File: src/rtl/bu_pkg.sv
// Shared types and elaboration-time helpers for the modular butterfly datapath.
package bu_pkg;

    typedef enum logic [1:0] {
        BU_CT   = 2'b00,
        BU_GS   = 2'b01,
        BU_PASS = 2'b10,
        BU_RSVD = 2'b11
    } bu_mode_e;

    localparam int unsigned BU_Q_DEFAULT = 8380417;

    // Barrett constant MU = floor(2^(2K) / Q) with K = clog2(Q).
    function automatic logic [65:0] bu_calc_mu(input logic [63:0] q);
        logic [65:0] num;
        num = 66'd1 << (2 * $clog2(q));
        return num / {2'b00, q};
    endfunction

endpackage

File: src/rtl/bu_mod_pipe_if.sv
// Upstream operation bus and downstream result bus of the butterfly, bundled as one interface.
interface bu_mod_pipe_if
    import bu_pkg::*;
#(
    parameter int unsigned WIDTH = 32,
    parameter int unsigned TAG_W = 8
);
    logic             valid_i;
    logic             ready_o;
    bu_mode_e         mode_i;
    logic [WIDTH-1:0] a_i;
    logic [WIDTH-1:0] b_i;
    logic [WIDTH-1:0] w_i;
    logic [TAG_W-1:0] tag_i;
    logic             valid_o;
    logic             ready_i;
    logic [WIDTH-1:0] x_o;
    logic [WIDTH-1:0] y_o;
    logic [TAG_W-1:0] tag_o;

    modport master (
        output valid_i, mode_i, a_i, b_i, w_i, tag_i, ready_i,
        input  ready_o, valid_o, x_o, y_o, tag_o
    );

    modport slave (
        input  valid_i, mode_i, a_i, b_i, w_i, tag_i, ready_i,
        output ready_o, valid_o, x_o, y_o, tag_o
    );
endinterface

File: src/rtl/barrett_reduce.sv
// Two-stage Barrett reducer: stage 1 registers p and the quotient estimate, stage 2 the remainder in [0, Q).
module barrett_reduce
    import bu_pkg::*;
#(
    parameter int unsigned WIDTH = 32,
    parameter int unsigned Q     = BU_Q_DEFAULT,
    localparam int         K     = $clog2(Q)
) (
    input  logic             clk_i,
    input  logic             rstn_i,
    input  logic             en_i,
    input  logic             valid_i,
    input  logic [2*K-1:0]   p_i,
    output logic             valid_o,
    output logic [WIDTH-1:0] r_o
);
    localparam logic [65:0] MU_FULL = bu_calc_mu(64'(Q));
    localparam logic [K:0]  MU      = MU_FULL[K:0];

    logic [K:0]   p_hi;
    logic [K:0]   qh_next;
    logic [K+1:0] p_lo_reg;
    logic [K:0]   qh_reg;
    logic         s3_valid_reg;
    logic [K+1:0] r_raw;
    logic [K+1:0] r_one;
    logic [K+1:0] r_two;
    logic [WIDTH-1:0] r_reg;
    logic         s4_valid_reg;

    assign p_hi    = p_i[2*K-1:K-1];
    assign qh_next = (K+1)'(((2*K+2)'(p_hi) * (2*K+2)'(MU)) >> (K+1));

    // The remainder is below 3Q < 2^(K+2), so only the low K+2 bits of p matter.
    assign r_raw = p_lo_reg - (K+2)'((K+2)'(qh_reg) * (K+2)'(Q));
    assign r_one = (r_raw >= (K+2)'(Q)) ? r_raw - (K+2)'(Q) : r_raw;
    assign r_two = (r_one >= (K+2)'(Q)) ? r_one - (K+2)'(Q) : r_one;

    always_ff @(posedge clk_i or negedge rstn_i) begin
        if (!rstn_i) begin
            s3_valid_reg <= 1'b0;
            p_lo_reg     <= '0;
            qh_reg       <= '0;
            s4_valid_reg <= 1'b0;
            r_reg        <= '0;
        end else if (en_i) begin
            s3_valid_reg <= valid_i;
            p_lo_reg     <= p_i[K+1:0];
            qh_reg       <= qh_next;
            s4_valid_reg <= s3_valid_reg;
            r_reg        <= WIDTH'(r_two);
        end
    end

    assign valid_o = s4_valid_reg;
    assign r_o     = r_reg;

endmodule

File: src/rtl/bu_mod_pipe.sv
// Pipelined modular butterfly (CT / GS / pass-through) with fully reduced results in [0, Q).
// Five register stages share one stall enable; mode and tag ride alongside the data.
module bu_mod_pipe
    import bu_pkg::*;
#(
    parameter int unsigned WIDTH = 32,
    parameter int unsigned Q     = BU_Q_DEFAULT,
    parameter int unsigned TAG_W = 8
) (
    input  logic         clk_i,
    input  logic         rstn_i,
    bu_mod_pipe_if.slave bus
);
    localparam int K = $clog2(Q);

    typedef struct packed {
        logic [WIDTH-1:0] a;
        logic [WIDTH-1:0] b;
        logic [WIDTH-1:0] w;
        bu_mode_e         mode;
        logic [TAG_W-1:0] tag;
    } s1_t;

    typedef struct packed {
        logic [WIDTH-1:0] a;
        logic [WIDTH-1:0] b;
        logic [WIDTH-1:0] xs;
        bu_mode_e         mode;
        logic [TAG_W-1:0] tag;
    } side_t;

    function automatic logic [WIDTH-1:0] mod_add(input logic [WIDTH-1:0] x, input logic [WIDTH-1:0] y);
        logic [WIDTH:0] s;
        s = {1'b0, x} + {1'b0, y};
        if (s >= (WIDTH+1)'(Q)) s = s - (WIDTH+1)'(Q);
        return s[WIDTH-1:0];
    endfunction

    function automatic logic [WIDTH-1:0] mod_sub(input logic [WIDTH-1:0] x, input logic [WIDTH-1:0] y);
        return (x < y) ? (x - y + WIDTH'(Q)) : (x - y);
    endfunction

    logic             adv;
    logic             s1_valid_reg;
    s1_t              s1_reg;
    logic             s2_valid_reg;
    logic [WIDTH-1:0] m_reg;
    logic [WIDTH-1:0] w_reg;
    side_t            side2_reg;
    side_t            side_dly_reg [2];
    logic [WIDTH-1:0] m_next;
    logic [2*K-1:0]   p_comb;
    logic             s4_valid;
    logic [WIDTH-1:0] r_val;
    logic             valid_o_reg;
    logic [WIDTH-1:0] x_reg;
    logic [WIDTH-1:0] y_reg;
    logic [TAG_W-1:0] tag_reg;

    assign adv         = !valid_o_reg || bus.ready_i;
    assign bus.ready_o = adv;
    assign bus.valid_o = valid_o_reg;
    assign bus.x_o     = x_reg;
    assign bus.y_o     = y_reg;
    assign bus.tag_o   = tag_reg;

    always_ff @(posedge clk_i or negedge rstn_i) begin
        if (!rstn_i) begin
            s1_valid_reg <= 1'b0;
            s1_reg       <= '0;
        end else if (adv) begin
            s1_valid_reg <= bus.valid_i;
            s1_reg.a     <= bus.a_i;
            s1_reg.b     <= bus.b_i;
            s1_reg.w     <= bus.w_i;
            s1_reg.mode  <= bus.mode_i;
            s1_reg.tag   <= bus.tag_i;
        end
    end

    // GS multiplies the reduced difference by w; CT (and the ignored PASS product) use b.
    always_comb begin
        m_next = s1_reg.b;
        if (s1_reg.mode == BU_GS) m_next = mod_sub(s1_reg.a, s1_reg.b);
    end

    always_ff @(posedge clk_i or negedge rstn_i) begin
        if (!rstn_i) begin
            s2_valid_reg <= 1'b0;
            m_reg        <= '0;
            w_reg        <= '0;
            side2_reg    <= '0;
        end else if (adv) begin
            s2_valid_reg   <= s1_valid_reg;
            m_reg          <= m_next;
            w_reg          <= s1_reg.w;
            side2_reg.a    <= s1_reg.a;
            side2_reg.b    <= s1_reg.b;
            side2_reg.xs   <= mod_add(s1_reg.a, s1_reg.b);
            side2_reg.mode <= s1_reg.mode;
            side2_reg.tag  <= s1_reg.tag;
        end
    end

    assign p_comb = (2*K)'(m_reg) * (2*K)'(w_reg);

    barrett_reduce #(
        .WIDTH (WIDTH),
        .Q     (Q)
    ) u_barrett (
        .clk_i   (clk_i),
        .rstn_i  (rstn_i),
        .en_i    (adv),
        .valid_i (s2_valid_reg),
        .p_i     (p_comb),
        .valid_o (s4_valid),
        .r_o     (r_val)
    );

    // Sideband delay line matching the two reducer stages.
    always_ff @(posedge clk_i or negedge rstn_i) begin
        if (!rstn_i) begin
            for (int i = 0; i < 2; i++) side_dly_reg[i] <= '0;
        end else if (adv) begin
            side_dly_reg[0] <= side2_reg;
            side_dly_reg[1] <= side_dly_reg[0];
        end
    end

    always_ff @(posedge clk_i or negedge rstn_i) begin
        if (!rstn_i) begin
            valid_o_reg <= 1'b0;
            x_reg       <= '0;
            y_reg       <= '0;
            tag_reg     <= '0;
        end else if (adv) begin
            valid_o_reg <= s4_valid;
            if (s4_valid) begin
                tag_reg <= side_dly_reg[1].tag;
                case (side_dly_reg[1].mode)
                    BU_CT: begin
                        x_reg <= mod_add(side_dly_reg[1].a, r_val);
                        y_reg <= mod_sub(side_dly_reg[1].a, r_val);
                    end
                    BU_GS: begin
                        x_reg <= side_dly_reg[1].xs;
                        y_reg <= r_val;
                    end
                    default: begin
                        x_reg <= side_dly_reg[1].a;
                        y_reg <= side_dly_reg[1].b;
                    end
                endcase
            end
        end
    end

endmodule

File: src/flat_wrapper.sv
// flat-port wrapper written by rule: the top's interface ports become plain ports
module bu_mod_pipe_flat import bu_pkg::*;
#(
    parameter int unsigned WIDTH = 32,
    parameter int unsigned Q     = BU_Q_DEFAULT,
    parameter int unsigned TAG_W = 8
)
  (clk_i, rstn_i, bus_valid_i, bus_mode_i, bus_a_i, bus_b_i, bus_w_i, bus_tag_i, bus_ready_i, bus_ready_o, bus_valid_o, bus_x_o, bus_y_o, bus_tag_o);
  bu_mod_pipe_if #(.WIDTH(WIDTH), .TAG_W(TAG_W)) bus_i ();
  input  logic clk_i;
  input  logic rstn_i;
  input wire logic [$bits(bus_i.valid_i)-1:0] bus_valid_i;
  input wire logic [$bits(bus_i.mode_i)-1:0] bus_mode_i;
  input wire logic [$bits(bus_i.a_i)-1:0] bus_a_i;
  input wire logic [$bits(bus_i.b_i)-1:0] bus_b_i;
  input wire logic [$bits(bus_i.w_i)-1:0] bus_w_i;
  input wire logic [$bits(bus_i.tag_i)-1:0] bus_tag_i;
  input wire logic [$bits(bus_i.ready_i)-1:0] bus_ready_i;
  output wire logic [$bits(bus_i.ready_o)-1:0] bus_ready_o;
  output wire logic [$bits(bus_i.valid_o)-1:0] bus_valid_o;
  output wire logic [$bits(bus_i.x_o)-1:0] bus_x_o;
  output wire logic [$bits(bus_i.y_o)-1:0] bus_y_o;
  output wire logic [$bits(bus_i.tag_o)-1:0] bus_tag_o;
  assign bus_i.valid_i = bus_valid_i;
  assign bus_i.mode_i = bus_mode_i;
  assign bus_i.a_i = bus_a_i;
  assign bus_i.b_i = bus_b_i;
  assign bus_i.w_i = bus_w_i;
  assign bus_i.tag_i = bus_tag_i;
  assign bus_i.ready_i = bus_ready_i;
  assign bus_ready_o = bus_i.ready_o;
  assign bus_valid_o = bus_i.valid_o;
  assign bus_x_o = bus_i.x_o;
  assign bus_y_o = bus_i.y_o;
  assign bus_tag_o = bus_i.tag_o;
  bu_mod_pipe #(.WIDTH(WIDTH), .Q(Q), .TAG_W(TAG_W)) u_core (.clk_i(clk_i), .rstn_i(rstn_i), .bus(bus_i));
endmodule
File: config.mk
export PLATFORM = sky130hd
export DESIGN_NAME = bu_mod_pipe_flat
export DESIGN_NICKNAME = d
export VERILOG_FILES = /design/src/rtl/bu_pkg.sv /design/src/rtl/bu_mod_pipe_if.sv /design/src/rtl/barrett_reduce.sv /design/src/rtl/bu_mod_pipe.sv /design/src/flat_wrapper.sv
export SDC_FILE = /design/constraint.sdc
export NUM_CORES = 2
export LEC_CHECK = 0
export ABC_AREA = 1
export BUFFER_PORTS_ARGS = -buffer_cell sky130_fd_sc_hd__buf_2
export CORE_ASPECT_RATIO = 1.75
export CORE_MARGIN = 5
export CORE_UTILIZATION = 40
export CTS_BUF_LIST = sky130_fd_sc_hd__clkbuf_16
export DETAILED_ROUTE_END_ITERATION = 8
export GPL_TIMING_DRIVEN = 0
export PLACE_DENSITY = 0.61
export SYNTH_ARGS = -nofsm -noshare
export SYNTH_HDL_FRONTEND = slang
export SYNTH_SLANG_ARGS = --single-unit
File: constraint.sdc
create_clock -name clk_i -period 13 [get_ports clk_i]
set_clock_uncertainty 0.05 [all_clocks]
set_input_delay 3.9 -clock clk_i [delete_from_list [all_inputs] [get_ports clk_i]]
set_output_delay 3.9 -clock clk_i [all_outputs]
set_load 0.005 [all_outputs]
==> results.toml <==
[run_status]
status = "complete, but fails checks"
violations = "max-capacitance violations"

[worst_setup_path]
critPathLaunch = "u_core.m_reg[13]$_DFFE_PN0N_"
timing.rr.start = "u_core.m_reg[13]$_DFFE_PN0N_"
criticalPathCategory = "flop to flop"
endpoint = "u_core.u_barrett.qh_reg[15]$_DFFE_PN0N_"
crit_arrival_ns = 13.14
reg2reg_depth = 40
reg2reg_to = "u_core.u_barrett.qh_reg[15]$_DFFE_PN0N_"
critical_path.most_common_cell = "fa_1"
r2r_slack_ns = 0.34
end_kind = "flop"
max_stage_delay_ns = 0.58
cpMaxStageDelayCell = "fa_1"
crit_fanout = 10
startpoint_type = "flop"
crit_required_ns = 13.48

[detailed_routing]
drcViolationCount = 0
via_per_inst = 5.25
firstDrtPassIters = 5
initialDrtViolationCount = 3856
drtAntennaViolNets = 0
avgRoutedWirePerCell_um = 28.5
wirelength_mm = 349
num_vias = 64200

[sta]
fmax_ghz = 0.0790
finalHoldViolations = 0
fin_crit_ns = 12.66
max_slew_margin = 0.0247
worstMarginPinSlew_ns = 1.45
timing.final.crit_share = 0.974
setup_violations = 0
drv_slew = 0
rsz0062_at_grt = "no"
fin_ws_ns = 0.339

[finish]
fin_area_um2 = 79600
finalNonFillerCells = 12200
fillCellCount = 18900
fin_nets = 11300
layout-drive-gt1-share = 0.0622
area_growth_pct = 9.70
finalCoreUtilization = 0.442
largest_reg_flops = 212

[synth]
synthCells = 9544
synthArstFlopShare = 1.00
synth_top_family_by_area = "adder cells"
synthDistinctLibCells = 56
ys_seq_area_frac = 0.220
yosysWarnings = 0
synth_edf_count = 0
synth.area.top_cells = "fa_1 (23%), dfrtp_1 (22%), nand2_1 (13%)"
synth_fa_ha_area_frac = 0.326
synth-compound-area-share = 0.0890
synthFlopType = "dfrtp_1"
synth.largest_area_cell = "fa_1"
ys_seq_elements = 639
yosysMostFrequentCell = "nand2_1"
synth_nets = 11000
synthMuxAreaShare = 0
yosys.area_share.simple = 0.197
synth_commonest_cells = "nand2_1 (2500), inv_1 (2061), fa_1 (843)"
syn_avg_cell_area_um2 = 7.60
synth_xor_area_frac = 0.0366
yosysTopAreaCellShare = 0.233
mappedNetlistArea_um2 = 72600

[global_route]
use_met3 = 0.0343
grt_util_all_layers = 0.361
grt_max_degree = 123
antenna_found_initial = 26
grt_pass1_vias = 68300
grtUsageMet2 = 0.685
top_usage_layer = "met2"
globalRoute.totalOverflow = 0
grt_pass1_wl_mm = 487
use_met1 = 0.320

[floorplanning]
fp-row-count = 206
die_y_um = 573
die_x_um = 332
io_pins = 184
dieArea_um2 = 190000
design.core.area_um2 = 180000
start_util = 0.403

[clocking]
cts-buffers-inserted = 67
ctsHoldBuffers = 0
clockRootBuffer = "clkbuf_16"
clkTransAtPathRegs_ns = 0.07
cts_tree = "yes"
cts.sinks = 639
clock_latency_ns = 0.68
cts_max_path_buffers = 3
cts_max_level = 3

[min_path]
min-delay-start = "u_core.side2_reg[56]$_DFFE_PN0N_"
min_path_type = "flop to flop"

[placed_design]
hpwl_mm = 299
numPortBuffers = 183
dpl_worst_slack_ns = -2.24
gp_congestion = 1.04
placed_area_um2 = 76800
dp_cells = 12100

[run]
drv_cap = 1
==> metal layers <==
layer	vias to the layer above	share of wire
met5	-	0.00013
met4	6	0.14
met3	1000	0.033
met2	1957	0.53
met1	31800	0.30
li1	29400	-
==> through the flow <==
| step | setup TNS (ns) | hold WS, ns |
|---|---|---|
| 2_1_floorplan | 0 | 0.382 |
| 3_3_place_gp | -3559.63 | 0.403 |
| 3_5_place_dp | -36.91 | 0.403 |
| 4_1_cts | 0 | 0.379 |
| 5_1_grt | 0 | 0.419 |
| 6_report | 0 | 0.387 |
==> layout by cell type (no fill, tap or decap), types with 67 or more instances in the layout <==
cell type	netlist	routed
nand4_1	123	123
fa_1	843	842
inv_1	2061	2069
o21ai_0	624	622
a21oi_1	338	337
xor2_1	238	234
nand2_1	2500	2497
dfrtp_1	639	611
clkbuf_1	395	224
buf_2	25	222
clkbuf_16	0	67
ha_1	541	541
nand3_1	304	302
nor2_1	447	446
==> how the worst min path moves through the flow <==
stage / end / depth (start not counted)
2_1_floorplan: u_core.bus.valid_o$_DFFE_PN0N_ / 2
3_3_place_gp: u_core.bus.tag_o[1]$_DFFE_PN0P_ / 2
3_5_place_dp: u_core.bus.tag_o[4]$_DFFE_PN0P_ / 2
4_1_cts: u_core.side_dly_reg[162]$_DFFE_PN0N_ / 2
5_1_grt: u_core.side_dly_reg[126]$_DFFE_PN0N_ / 2
6_report: u_core.side_dly_reg[162]$_DFFE_PN0N_ / 2
==> area by class of cell <==
class,count,area [um^2],share of cell area
Clock buffer,67,1680,0.0211
Inverter,2076,7800,0.0979
Sequential cell,639,16100,0.202
Multi-Input combinational cell,6384,47200,0.593
Buffer,410,2140,0.0269
Clock inverter,51,482,0.00605
Antenna cell,6,15.0,0.000189
Timing Repair Buffer,200,1230,0.0154
Tap cell,2392,2990,0.0376
==> repair_timing <==
| item | 4_1_cts | 5_1_grt |
|---|---|---|
| setup endpoints to repair | 24 | 14 |
| pin swaps | 1 | 1 |
| buffers inserted | 2 | 5 |
| resized for setup | 226 | 165 |
==> worst max-delay path, delay by kind of cell (launching register included) <==
family                     cells  cell delay, ns
and+or+nand+nor                9            1.47
buffers and inverters          5            1.23
xor gates and xnor gates       2            0.54
DFF                            1            0.32
adders and majority gates     14            6.42
AOI/OAI and AO/OA             10            2.43
==> cell families (layout without fill, tap and decap cells) <==
kind of cell    Yosys count  after routing
compound gates         1180           1180
simple gates           3517           3517
xor+xnor                303            303
buf+inv                2521           2804
other cells               0              6
fa+ha+maj              1384           1384
flops                   639            639
Power is left out: the tool's default activity adds up to more than one toggle a clock period on the data nets, which glitch-free logic cannot reach.
